--- src/rtl/muldiv_hilo.sv ---
`default_nettype none
// ============================================================================
//  Module      : muldiv_hilo
//  Description : Execute-stage multi-cycle multiply/divide unit owning the
//                HI/LO register pair. MULT/MULTU take one MUL cycle and
//                DIV/DIVU take 32 restoring-division cycles. The unit stalls
//                the pipeline while an operation is in flight. MTHI/MTLO
//                write HI/LO directly.
//  Revision    : 1.0 - initial release
// ============================================================================
module muldiv_hilo (
    input  logic        clk,
    input  logic        resetn,
    input  logic [7:0]  alucontrolE,
    input  logic        validE,
    input  logic        flushE,
    input  logic [31:0] srcaE,
    input  logic [31:0] srcbE,
    output logic        stall_muldivE,
    output logic [31:0] hi_o,
    output logic [31:0] lo_o
);

    // Operation codes, mirroring the ALU decoder's defines.vh
    localparam logic [7:0] c_op_mult  = 8'b0001_1000;
    localparam logic [7:0] c_op_multu = 8'b0001_1001;
    localparam logic [7:0] c_op_div   = 8'b0001_1010;
    localparam logic [7:0] c_op_divu  = 8'b0001_1011;
    localparam logic [7:0] c_op_mthi  = 8'b0001_0001;
    localparam logic [7:0] c_op_mtlo  = 8'b0001_0011;

    localparam logic [1:0] c_st_idle = 2'd0;
    localparam logic [1:0] c_st_mul  = 2'd1;
    localparam logic [1:0] c_st_div  = 2'd2;
    localparam logic [1:0] c_st_done = 2'd3;

    logic [1:0]  r_state;
    logic [31:0] r_a;        // multiplicand, or dividend shifted out MSB first
    logic [31:0] r_b;        // multiplier / divisor magnitude
    logic [63:0] r_res;      // product, or {partial remainder, quotient}
    logic [31:0] r_araw;     // raw dividend, returned as HI on divide by zero
    logic [5:0]  r_cnt;
    logic        r_qsign;
    logic        r_rsign;
    logic        r_isdiv;
    logic        r_dz;
    logic [31:0] r_hi;
    logic [31:0] r_lo;

    logic        w_is_mul;
    logic        w_is_div;
    logic        w_signed;
    logic        w_sa;
    logic        w_sb;
    logic        w_start;
    logic        w_busy;
    logic [32:0] w_rem_sh;
    logic [32:0] w_diff;
    logic        w_qbit;
    logic [63:0] w_prod_fix;
    logic [31:0] w_quot_fix;
    logic [31:0] w_rem_fix;
    logic [31:0] w_hi_new;
    logic [31:0] w_lo_new;

    // Operation decode, operand signs and the start/stall conditions
    always_comb begin
        w_is_mul = (alucontrolE == c_op_mult) || (alucontrolE == c_op_multu);
        w_is_div = (alucontrolE == c_op_div)  || (alucontrolE == c_op_divu);
        w_signed = (alucontrolE == c_op_mult) || (alucontrolE == c_op_div);
        w_sa     = w_signed & srcaE[31];
        w_sb     = w_signed & srcbE[31];
        w_start  = (r_state == c_st_idle) & validE & ~flushE & (w_is_mul | w_is_div);
        w_busy   = (r_state == c_st_mul) | (r_state == c_st_div);
        stall_muldivE = ~flushE & (w_start | w_busy);
    end

    // One restoring-division step: shift in the next dividend bit, trial subtract
    always_comb begin
        w_rem_sh = {r_res[63:32], r_a[31]};
        w_diff   = w_rem_sh - {1'b0, r_b};
        w_qbit   = ~w_diff[32];
    end

    // Sign fix-up of the unsigned result; divide by zero bypasses the datapath
    always_comb begin
        w_prod_fix = r_qsign ? (64'd0 - r_res) : r_res;
        w_quot_fix = r_qsign ? (32'd0 - r_res[31:0])  : r_res[31:0];
        w_rem_fix  = r_rsign ? (32'd0 - r_res[63:32]) : r_res[63:32];
        if (!r_isdiv) begin
            w_hi_new = w_prod_fix[63:32];
            w_lo_new = w_prod_fix[31:0];
        end else if (r_dz) begin
            w_hi_new = r_araw;
            w_lo_new = 32'hFFFF_FFFF;
        end else begin
            w_hi_new = w_rem_fix;
            w_lo_new = w_quot_fix;
        end
    end

    // Control FSM and multiply/divide datapath
    always_ff @(posedge clk or negedge resetn) begin
        if (!resetn) begin
            r_state <= c_st_idle;
            r_a     <= 32'd0;
            r_b     <= 32'd0;
            r_res   <= 64'd0;
            r_araw  <= 32'd0;
            r_cnt   <= 6'd0;
            r_qsign <= 1'b0;
            r_rsign <= 1'b0;
            r_isdiv <= 1'b0;
            r_dz    <= 1'b0;
        end else if (flushE) begin
            r_state <= c_st_idle;
        end else begin
            case (r_state)
                c_st_idle: begin
                    if (w_start) begin
                        r_a     <= w_sa ? (32'd0 - srcaE) : srcaE;
                        r_b     <= w_sb ? (32'd0 - srcbE) : srcbE;
                        r_araw  <= srcaE;
                        r_qsign <= w_sa ^ w_sb;
                        r_rsign <= w_sa;
                        r_isdiv <= w_is_div;
                        r_dz    <= w_is_div & (srcbE == 32'd0);
                        r_res   <= 64'd0;
                        r_cnt   <= 6'd0;
                        r_state <= w_is_div ? c_st_div : c_st_mul;
                    end
                end
                c_st_mul: begin
                    r_res   <= {32'd0, r_a} * {32'd0, r_b};
                    r_state <= c_st_done;
                end
                c_st_div: begin
                    r_res[63:32] <= w_qbit ? w_diff[31:0] : w_rem_sh[31:0];
                    r_res[31:0]  <= {r_res[30:0], w_qbit};
                    r_a          <= {r_a[30:0], 1'b0};
                    r_cnt        <= r_cnt + 6'd1;
                    if (r_cnt == 6'd31) begin
                        r_state <= c_st_done;
                    end
                end
                default: begin
                    // DONE: result is written this cycle, never restarts here
                    r_state <= c_st_idle;
                end
            endcase
        end
    end

    // HI/LO register pair: written on DONE or by MTHI/MTLO, never on a flush
    always_ff @(posedge clk or negedge resetn) begin
        if (!resetn) begin
            r_hi <= 32'd0;
            r_lo <= 32'd0;
        end else if (!flushE) begin
            if (r_state == c_st_done) begin
                r_hi <= w_hi_new;
                r_lo <= w_lo_new;
            end else if ((r_state == c_st_idle) && validE) begin
                if (alucontrolE == c_op_mthi) begin
                    r_hi <= srcaE;
                end
                if (alucontrolE == c_op_mtlo) begin
                    r_lo <= srcaE;
                end
            end
        end
    end

    assign hi_o = r_hi;
    assign lo_o = r_lo;

endmodule
`default_nettype wire
--- config.mk ---
export PLATFORM = sky130hd
export DESIGN_NAME = muldiv_hilo
export DESIGN_NICKNAME = d
export VERILOG_FILES = /design/src/rtl/muldiv_hilo.sv
export SDC_FILE = /design/constraint.sdc
export NUM_CORES = 2
export LEC_CHECK = 0
export BUFFER_PORTS_ARGS = -buffer_cell sky130_fd_sc_hd__buf_2
export CAP_MARGIN = 0
export CORE_ASPECT_RATIO = 0.5
export CORE_MARGIN = 2
export CORE_UTILIZATION = 33
export DETAILED_ROUTE_END_ITERATION = 8
export PLACE_DENSITY = 0.55
export SYNTH_ARGS = -nofsm -noshare
export SYNTH_HDL_FRONTEND = slang
export SYNTH_SLANG_ARGS = --single-unit
export TNS_END_PERCENT = 30
--- constraint.sdc ---
create_clock -name clk -period 7.7 [get_ports clk]
set_input_delay 1.155 -clock clk [delete_from_list [all_inputs] [get_ports clk]]
set_output_delay 1.155 -clock clk [all_outputs]
set_load 0.02 [all_outputs]
==> reports/qor.txt <==
FLOORPLAN
-----------------------------------------------------------------------------------------
Overall die area                                                             152200 sq um
Vertical die dimension                                                       276.8 microns
Core Rows                                                                             100
Ports                                                                                 141
Width of the die                                                             549.7 microns
Core area                                                                    148300 sq um
Starting Density                                                                   33.13%

PWR
-----------------------------------------------------------------------------------------
Post-route total power                                                           10.04 mW
Maximum vdd ir drop                                                             0.2162 mV
Power density cells                                                          177.8 nW/um^2
LEAKAGE                                                                          27.34 nW

TIMING
-----------------------------------------------------------------------------------------
Worst slew margin                                                                  24.45%
# setup viols final                                                                     0
Highest attainable clock frequency                                              131.1 MHz
Worst slew pin tran                                                              1.132 ns
Final hold viol count                                                                   0
Max Slew Vio Count                                                                      0
Final period utilization                                                           99.09%
Final Critical Period                                                            7.630 ns
RSZ-0062 raised after global routing                                                 true
Clock Skew                                                                     0.02797 ns

CLOCKING
-----------------------------------------------------------------------------------------
Clock slew at reported path FFs                                                   0.06 ns
CTS Buf Count                                                                          31
Buffer cell driving the clock tree root                                         clkbuf_16
Htree depth                                                                             1
Number of sinks handled by clock tree synthesis                                       236
Clock tree from TritonCTS                                                           built
Worst skew pair latency                                                           0.65 ns
Max Root-Sink Buffers                                                                   3

ROUTING
-----------------------------------------------------------------------------------------
Number of detailed-route iterations in the first pass                                   6
DRC violation total after the first TritonRoute iteration                            2934
Per-cell routed wire length                                                  20.29 microns
Total wirelength of the detailed-routed design                               158900 microns
Total DRC errors in the routed layout                                                   0
Total number of vias                                                                39800
Via-to-Cell Ratio                                                                   5.081
Post-route ant nets                                                                     0

SYNTHESIS
-----------------------------------------------------------------------------------------
Top area cells in the synthesized netlist                                    fa_1 37%, dfrtp_1 12%, ha_1 7.8%, and2_1 7.4%, inv_1 7.0%
Proportion of register bits with asynchronous set or reset after synthesis         100.0%
Flip-flop and latch count after synthesis                                             236
Number of library cell types mapped by synthesis                                       87
Synth area leader                                                                    fa_1
Number of enable flip-flop cells after synthesis                                        0
Sequential fraction of the synthesis area                                          12.02%
Commonest register cell after synthesis                                           dfrtp_1
Yosys warns                                                                             0
Area share of the leading cell type in the synthesized netlist                     36.55%
Cells after synthesis                                                                5619
Avg Synthesized Cell Area                                                     8.743 sq um
Post-Synthesis Net Count                                                             6898
Mapped Area                                                                   49130 sq um

GLOBAL ROUTE
-----------------------------------------------------------------------------------------
First-pass GRT wire length                                                   248600 microns
Met2 demand-to-capacity share in global routing                                    33.36%
Grt ovf                                                                                 0
Met1 demand-to-capacity share in global routing                                    30.53%
Met3 Track Usage GR                                                                2.201%
Number of antenna violations at the first check in global routing                       5
Number of global-route vias before repair                                           40930
Most congested layer reported by global routing                                      met2
Largest net degree at the start of global routing                                     110
Total routing resource utilization after global routing                            20.98%

STATUS
-----------------------------------------------------------------------------------------
Outcome                                                                         completed

RUN
-----------------------------------------------------------------------------------------
Max_cap viols                                                                           0

SETUP PATH
-----------------------------------------------------------------------------------------
Required arrival time at the worst endpoint                                       8.16 ns
Library cell contributing the largest single delay on the critical path              fa_1
Crit path DAT                                                                     8.09 ns
Critical path class                                                               reg2reg
Worst path most repeated cell                                                        fa_1
Critical Path Sink Type                                                          register
Kind of launch point of the worst setup path                                     register
Highest cell delay on the worst timing path                                       0.62 ns
Number of cells on the worst reg-to-reg path                                           26
Crit path max fanout                                                                   11

CELLS AND AREA
-----------------------------------------------------------------------------------------
Multi-input gate area in the final layout                                     39050 sq um
Fraction of final layout cells sized beyond drive strength 1                       12.84%
Most common cell after layout, fill and taps aside                                  inv_1
Share of the core filled with cells in the final layout                            38.08%
Fill cell count                                                                     15120
Most frequent cells in the layout                                            915 x inv_1, 873 x fa_1, 779 x nand2_1, 575 x and2_1, 290 x buf_4
Number of nets in the finished design                                                7100
Synth-to-layout area growth                                                        14.93%
Sequential standard cell area                                                  5916 sq um

PLACED DESIGN
-----------------------------------------------------------------------------------------
DP Wirelength                                                                129100 microns
Routability cong.                                                                  0.9406
Number of input and output port buffers inserted                                      140

MIN PATH
-----------------------------------------------------------------------------------------
Hold depth                                                                              2
Path category of the worst min-delay check                                        reg2reg

[state kept, by name (all words and copies together), names as in the netlist, 2 cells and up]
| signal | count |
|---|---|
| r_res | 64 |
| r_b | 32 |
| r_cnt | 6 |
| hi_o | 32 |
| r_araw | 32 |
| lo_o | 32 |
| r_state | 2 |
| r_a | 32 |
[path summary, 6_finish.rpt]
check | from | endpoint | slack [ns]
worst max-delay path | r_a[7] | r_res[58] | 0.07
worst min-delay path | hi_o[1] | hi_o[1] | 0.47
worst max register to register | r_a[7] | r_res[58] | 0.07
worst min register to register | hi_o[1] | hi_o[1] | 0.47
max in group asynchronous | resetn | r_b[18] | 5.50
min in group asynchronous | resetn | hi_o[3] | 0.57
[worst max-delay path, delay by kind of cell, from the launching register on]
kind	cells	cell delay [ns]
XOR/XNOR	1	0.19
flip-flops	1	0.43
AO/OA/AOI/OAI	7	1.47
buffers and inverters	6	0.52
AND/OR/NAND/NOR	3	0.36
adder cells (fa/ha/maj)	9	4.44
[per-layer routing]
layer | wire length (microns) | up-vias
li1 | - | 18000
met1 | 73140 | 20570
met2 | 72020 | 1076
met3 | 9235 | 155
met4 | 4539 | 0
met5 | 0 | -
[per-stage QoR]
step                       TNS [ns]  hold slack [ns]  area (sq um)  std cells  setup slack (ns)
after floorplan                   0           0.4497         49130       5619            0.4938
after global placement      -0.2720           0.4490         54540       7749           -0.1219
final                             0           0.4732         56460       7834           0.07002
after CTS                 -0.009070           0.4732         55590       7804         -0.006422
after detailed placement    -0.2451           0.4574         54540       7749           -0.1153
after global routing        -0.6086           0.4981         56460       7833           -0.1663
[timing repair]
item	in CTS	in global routing
endpoints found under the setup margin	10	23
resized for setup	13	134
hold buffers	0	0
buffers inserted	0	23
cloned	0	5
pin swaps	2	74
[kinds of logic (layout without fill, tap and decap cells)]
family	after synthesis	count (layout)	synth area share, %
XOR/XNOR	197	197	3.512
multiplexers	75	75	1.615
AND/OR/NAND/NOR	1791	1791	18.10
AO/OA/AOI/OAI	849	849	10.68
adder cells (fa/ha/maj)	1203	1203	44.35
flip-flops	236	236	12.02
other	0	2	0
buffers and inverters	1268	1492	9.726
[cells in the mapped netlist, types with 5 or more instances]
master,count
buf_1,18
or2_2,5
inv_1,920
o22ai_1,39
or3_1,25
a32oi_1,5
o21ai_0,292
a221oi_1,6
nor3_1,32
nand3_1,34
mux2i_1,41
o21ai_1,5
fa_1,897
nand4_1,33
xor2_1,81
mux2_2,34
a221o_1,5
nor4_1,20
o21a_1,16
a22oi_1,40
buf_2,9
o21bai_1,13
and3_1,15
nand2b_1,26
nand2_1,785
o211ai_1,19
a31oi_1,16
o2111ai_1,6
clkbuf_1,319
nor2_1,164
a21oi_1,200
a21o_1,53
nor2b_1,20
o31ai_1,39
o41ai_1,12
dfrtp_1,236
xnor2_1,116
nor3b_1,11
a211oi_1,14
or4_1,9
ha_1,306
o221ai_1,17
a21boi_0,5
and2_1,584
[layout make-up]
cell class | count | share of cell area, %
antenna | 2 | 0.008864
clock buffer | 39 | 1.516
clock inverter | 16 | 0.2482
inverter | 921 | 6.123
multi-input combinational | 4115 | 69.15
sequential | 236 | 10.48
tap | 1989 | 4.408
timing repair buffer | 516 | 8.066
[report_power, final]
part	internal [mW]	switching [mW]
Clock	0.820	0.682
Sequential	1.32	0.106
Combinational	2.97	4.14
Power figures use the tool's default switching activity.
